[src/rtl/cpu_pkg.sv]
// cpu_pkg: shared datapath types and constants for the register file and
// the later pipeline stages that reuse the writeback entry.
//   REG_COUNT / REG_ADDR_W : architectural register count and index width
//   DATA_W                 : default datapath width
//   reg_addr_t, word_t     : register index and data word types
//   wb_entry_t             : one pending writeback {valid, addr, data}
package cpu_pkg;

  localparam int REG_COUNT  = 32;
  localparam int REG_ADDR_W = 5;
  localparam int DATA_W     = 32;

  typedef logic [REG_ADDR_W-1:0] reg_addr_t;
  typedef logic [DATA_W-1:0]     word_t;

  typedef struct packed {
    logic      valid;
    reg_addr_t addr;
    word_t     data;
  } wb_entry_t;

endpackage

[src/rtl/rb_wb_stage.sv]
// rb_wb_stage: one-entry writeback staging register with the R0 filter.
// A write request is captured on the rising clock edge and presented to the
// array for commit on the following edge.
// Ports:
//   i_clk, i_rst          : clock, asynchronous active-high reset
//   i_we, i_wa, i_wd      : incoming write request
//   o_valid, o_addr, o_data : staged write (addr/data are 0 when not valid)
module rb_wb_stage
  import cpu_pkg::*;
#(
  parameter int WIDTH    = DATA_W,
  parameter int ZERO_REG = 1
) (
  input  logic             i_clk,
  input  logic             i_rst,
  input  logic             i_we,
  input  reg_addr_t        i_wa,
  input  logic [WIDTH-1:0] i_wd,
  output logic             o_valid,
  output reg_addr_t        o_addr,
  output logic [WIDTH-1:0] o_data
);

  logic             r_valid;
  reg_addr_t        r_addr;
  logic [WIDTH-1:0] r_data;
  logic             w_accept;

  // Writes to a hardwired-zero R0 are dropped here so they never show as
  // pending and never reach the commit counter.
  assign w_accept = i_we && !((ZERO_REG != 0) && (i_wa == '0));

  always_ff @(posedge i_clk or posedge i_rst) begin
    if (i_rst) begin
      r_valid <= 1'b0;
      r_addr  <= '0;
      r_data  <= '0;
    end else if (w_accept) begin
      r_valid <= 1'b1;
      r_addr  <= i_wa;
      r_data  <= i_wd;
    end else begin
      r_valid <= 1'b0;
      r_addr  <= '0;
      r_data  <= '0;
    end
  end

  assign o_valid = r_valid;
  assign o_addr  = r_addr;
  assign o_data  = r_data;

endmodule

[src/rtl/reg_bank32.sv]
// reg_bank32: 32 x WIDTH architectural register file, one staged write port,
// all registers driven in parallel toward the read-port multiplexers.
// Ports:
//   CLK, RST        : clock (rising edge), asynchronous active-high reset
//   WE, WA, WD      : write request, captured into the staging register
//   PEND, PEND_A    : staging register holds a write / its destination
//   WCOUNT          : committed write count, wraps at 16'hFFFF -> 0
//   Q00..Q31        : register contents
// Build option:
//   RF_WRITE_FORWARD_EN : when defined, the staged data is shown on Q[PEND_A]
//                         before it commits (one-edge write-to-read latency).
//                         Undefined (default): Qxx come straight from flops.
module reg_bank32
  import cpu_pkg::*;
#(
  parameter int WIDTH    = DATA_W,
  parameter int ZERO_REG = 1
) (
  input  logic             CLK,
  input  logic             RST,
  input  logic             WE,
  input  reg_addr_t        WA,
  input  logic [WIDTH-1:0] WD,
  output logic             PEND,
  output reg_addr_t        PEND_A,
  output logic [15:0]      WCOUNT,
  output logic [WIDTH-1:0] Q00, Q01, Q02, Q03, Q04, Q05, Q06, Q07,
  output logic [WIDTH-1:0] Q08, Q09, Q10, Q11, Q12, Q13, Q14, Q15,
  output logic [WIDTH-1:0] Q16, Q17, Q18, Q19, Q20, Q21, Q22, Q23,
  output logic [WIDTH-1:0] Q24, Q25, Q26, Q27, Q28, Q29, Q30, Q31
);

  logic             w_stg_valid;
  reg_addr_t        w_stg_addr;
  logic [WIDTH-1:0] w_stg_data;

  logic [WIDTH-1:0] r_regs [REG_COUNT];
  logic [15:0]      r_wcount;
  logic [WIDTH-1:0] w_q    [REG_COUNT];

  rb_wb_stage #(
    .WIDTH    (WIDTH),
    .ZERO_REG (ZERO_REG)
  ) u_wb_stage (
    .i_clk   (CLK),
    .i_rst   (RST),
    .i_we    (WE),
    .i_wa    (WA),
    .i_wd    (WD),
    .o_valid (w_stg_valid),
    .o_addr  (w_stg_addr),
    .o_data  (w_stg_data)
  );

  always_ff @(posedge CLK or posedge RST) begin
    if (RST) begin
      for (int i = 0; i < REG_COUNT; i++) r_regs[i] <= '0;
      r_wcount <= '0;
    end else if (w_stg_valid) begin
      r_regs[w_stg_addr] <= w_stg_data;
      r_wcount           <= r_wcount + 16'd1;
    end
  end

  for (genvar g = 0; g < REG_COUNT; g++) begin : g_rd
    if ((ZERO_REG != 0) && (g == 0)) begin : g_zero
      assign w_q[g] = '0;
    end else begin : g_reg
`ifdef RF_WRITE_FORWARD_EN
      assign w_q[g] = (w_stg_valid && (w_stg_addr == reg_addr_t'(g))) ? w_stg_data : r_regs[g];
`else
      assign w_q[g] = r_regs[g];
`endif
    end
  end

  assign PEND   = w_stg_valid;
  assign PEND_A = w_stg_addr;   // staging addr is already 0 when not valid
  assign WCOUNT = r_wcount;

  assign Q00 = w_q[0];   assign Q01 = w_q[1];   assign Q02 = w_q[2];   assign Q03 = w_q[3];
  assign Q04 = w_q[4];   assign Q05 = w_q[5];   assign Q06 = w_q[6];   assign Q07 = w_q[7];
  assign Q08 = w_q[8];   assign Q09 = w_q[9];   assign Q10 = w_q[10];  assign Q11 = w_q[11];
  assign Q12 = w_q[12];  assign Q13 = w_q[13];  assign Q14 = w_q[14];  assign Q15 = w_q[15];
  assign Q16 = w_q[16];  assign Q17 = w_q[17];  assign Q18 = w_q[18];  assign Q19 = w_q[19];
  assign Q20 = w_q[20];  assign Q21 = w_q[21];  assign Q22 = w_q[22];  assign Q23 = w_q[23];
  assign Q24 = w_q[24];  assign Q25 = w_q[25];  assign Q26 = w_q[26];  assign Q27 = w_q[27];
  assign Q28 = w_q[28];  assign Q29 = w_q[29];  assign Q30 = w_q[30];  assign Q31 = w_q[31];

endmodule

[config.mk]
export PLATFORM = sky130hd
export DESIGN_NAME = reg_bank32
export DESIGN_NICKNAME = d
export VERILOG_FILES = /design/src/rtl/cpu_pkg.sv /design/src/rtl/rb_wb_stage.sv /design/src/rtl/reg_bank32.sv
export SDC_FILE = /design/constraint.sdc
export NUM_CORES = 2
export LEC_CHECK = 0
export ABC_AREA = 1
export BUFFER_PORTS_ARGS = -buffer_cell sky130_fd_sc_hd__buf_2
export CAP_MARGIN = 0
export CELL_PAD_IN_SITES_DETAIL_PLACEMENT = 1
export CELL_PAD_IN_SITES_GLOBAL_PLACEMENT = 1
export CORE_AREA = 8 8 422 424
export CTS_CLUSTER_SIZE = 28
export DETAILED_ROUTE_END_ITERATION = 6
export DIE_AREA = 0 0 430 432
export GPL_TIMING_DRIVEN = 1
export HOLD_SLACK_MARGIN = 0.05
export PLACE_DENSITY = 0.54
export SLEW_MARGIN = 20
export SYNTH_ARGS = -nofsm -noshare
export SYNTH_HDL_FRONTEND = slang
export SYNTH_HIERARCHICAL = 1
export SYNTH_SLANG_ARGS = --single-unit
[constraint.sdc]
create_clock -name CLK -period 110.1 [get_ports CLK]
set_input_delay 22.02 -clock CLK [delete_from_list [all_inputs] [get_ports CLK]]
set_output_delay 22.02 -clock CLK [all_outputs]
set_load 0.03 [all_outputs]
==> flow_summary.yaml <==
outcome:
  status: "finished, final reports clean"
timing:
  finalSetupViolCount: 0
  rsz0062_at_grt: "false"
  finalCriticalPeriod_ns: 25.25
  whs_ns: 0.4747
  finalHoldViolCount: 0
  fin_skew_ns: 0.02411
  final-max-slew-violation-count: 0
  max-slew-margin-rel_pct: 26.15
  worst_pin_slew_ns: 1.108
  finalCritPeriodShare_pct: 22.93
  timing.fmax_mhz: 39.61
  tns_ns: 0
yosys:
  netlist_instances: 3589
  yosysTopAreaCell: "dfrtp_1"
  ys_warn_count: 6
  syn_area_per_cell_sq_um: 10.42
  synth_edf_count: 0
  synth_top_area_share_pct: 70.01
  ys_ff_latch: 1046
  synth_ff_type: "dfrtp_1"
  async_flop_share_pct: 100.0
  synth_seq_area_share_pct: 70.01
  syn-cell-area_sq_um: 37390
  yosys.cell_count.top_type: "dfrtp_1"
  synth.cells.most_frequent: "1046 x dfrtp_1, 839 x nand2_1, 748 x o21ai_0"
  ys_types: 27
  synth_area_leaders: "dfrtp_1 70%, o21ai_0 10%, nand2_1 8.4%"
worst_setup_path:
  r2r_start: "u_wb_stage/o_valid"
  endpoint: "Q18[10]"
  critPathRequiredTime_ns: 110.85
  critPathKind: "in -> async"
  cp-startpoint: "RST"
  endpoint_kind: "asynchronous set/reset pin"
  worst-endpoint-arrival_ns: 26.00
  r2r_end: "Q20[28]"
  cp-start-kind: "input port"
  crit_fanout: 161
  ff2ff_setup_slack_ns: 107.35
  reg2reg_depth: 6
global_routing:
  grt_usage_pct: 18.47
  grt_start_max_net_pins: 162
  grt_overflow_total: 0
  grt_antenna_before_repair: 33
  grt_first_pass_wirelength_um: 247500
  grt_pass1_vias: 30990
clock_network:
  cts_tree: "yes"
  clock-root-buffer: "clkbuf_16"
  cts_setup_buffers: 0
  numCtsBuffers: 130
  cts_resized: 0
  cts.sinks: 1046
  htree_levels: 4
  ctsHoldBuffers: 0
  clock_latency_ns: 0.78
  cts.path.max_buffers: 3
  clk_pin_slew_worst_paths_ns: 0.06
power_and_ir_drop:
  power_frac_seq_pct: 42.1
  p_int_w: 0.0007123
  p_sw_share_pct: 32.93
  leakage_nw: 25.43
  power_w: 0.001062
  powerDensity_nw_per_um2: 21.73
  netSwitchingPower_w: 0.0003498
  peakVddDrop_v: 0.00001518
  comb_power_share_pct: 18.5
  power_frac_clock_pct: 39.4
route:
  drt_iter0_drc: 2218
  dr.pass1.iters: 5
  wl_per_cell_um: 25.74
  drc: 0
  via_per_inst: 4.329
  drtAntennaViolNets: 0
  via_count: 29820
  wl_um: 177300
placement:
  globalplace.congestion: 0.7719
  io_buffers: 1053
  dp.cells: 6644
  dpl_cell_area_sq_um: 44700
  post-dp-hpwl_um: 120600
finish:
  fin_area_sq_um: 48870
  area_delta_synth_final_pct: 30.72
  drive_gt1_share_pct: 29.77
  final_nets: 4584
  final_cells: 6887
floorplanning:
  die_h_um: 432
  start_util_pct: 21.87
  die_area_sq_um: 185800
  die_x_um: 430
  rows: 152
  pin_count: 1086
  design.core.area_sq_um: 171000
job:
  cap_violations: 0
worst_hold_path:
  hold_start: "Q12[29]"
  hp-class: "reg -> reg"
-- through the flow --
stage          util [%]  setup slack (ns)
3_3_place_gp      26.14             83.97
2_1_floorplan         -             59.72
3_5_place_dp      26.14             84.00
4_1_cts           28.56             84.84
6_report          28.58             84.85
5_1_grt           28.56             84.38
-- cell usage in the layout (no fill, tap or decap), types with 4 or more instances in the layout --
cell type	count
clkbuf_1	34
xor2_1	5
diode_2	18
xnor2_1	4
dfrtp_1	1046
nor2_1	237
inv_2	36
buf_4	55
clkinv_2	14
a21oi_1	193
inv_1	54
o21ai_1	53
nor2_4	5
clkinvlp_4	4
o21ai_0	748
clkbuf_8	23
nand2_2	21
clkbuf_16	134
buf_2	1053
conb_1	32
nand2_1	831
nand2_4	5
inv_6	7
nand3_1	12
-- cells by family (layout without fill, tap and decap cells) --
family | Yosys count | count (layout) | share of synthesized area [%]
and+or+nand+nor | 1126 | 1126 | 11.73
DFF | 1046 | 1046 | 70.01
other | 1 | 50 | 0.01003
adders and majority gates | 1 | 1 | 0.03346
buffers and inverters | 412 | 1428 | 4.695
xor gates and xnor gates | 9 | 9 | 0.2108
AOI/OAI and AO/OA | 994 | 994 | 13.31
-- cell type report --
type | count | area [sq um]
Sequential cell | 1046 | 26180
Antenna cell | 18 | 45.04
Timing Repair Buffer | 1111 | 5743
Multi-Input combinational cell | 2162 | 9633
Tap cell | 2233 | 2794
Clock buffer | 191 | 3797
Clock inverter | 34 | 327.8
Fill cell | 19700 | 122100
Inverter | 92 | 355.3
-- per-layer routing --
layer	global-route usage (%)	routed length, um	vias up
li1	-	-	13500
met1	21.80	69320	15070
met2	31.42	87080	962
met3	5.368	13190	285
met4	7.825	7674	2
met5	0	13	-
-- worst max-delay path, cell delays in order --
cell and delay, ns:
buf_2 0.15, inv_8 0.49, buf_12 0.61, buf_4 0.68, buf_4 0.78, buf_12 0.66
-- power groups by stage --
stage	sequential [W]	clock, W	combinational (W)
2_1_floorplan	0.000528	0	0.0000437
3_3_place_gp	0.000452	0	0.000199
3_5_place_dp	0.000453	0	0.000202
4_1_cts	0.000447	0.000432	0.000202
5_1_grt	0.000451	0.000446	0.000211
6_report	0.000447	0.000418	0.000197
-- how the worst min path moves through the flow --
stage	end	slack, ns	cells past startpoint
after floorplan	Q17[3]	0.51	2
after global placement	Q11[22]	0.46	2
after detailed placement	Q06[19]	0.47	2
after CTS	Q19[13]	0.48	2
after global routing	Q12[7]	0.49	2
final	Q12[29]	0.47	2
Power figures use the tool's default switching activity.
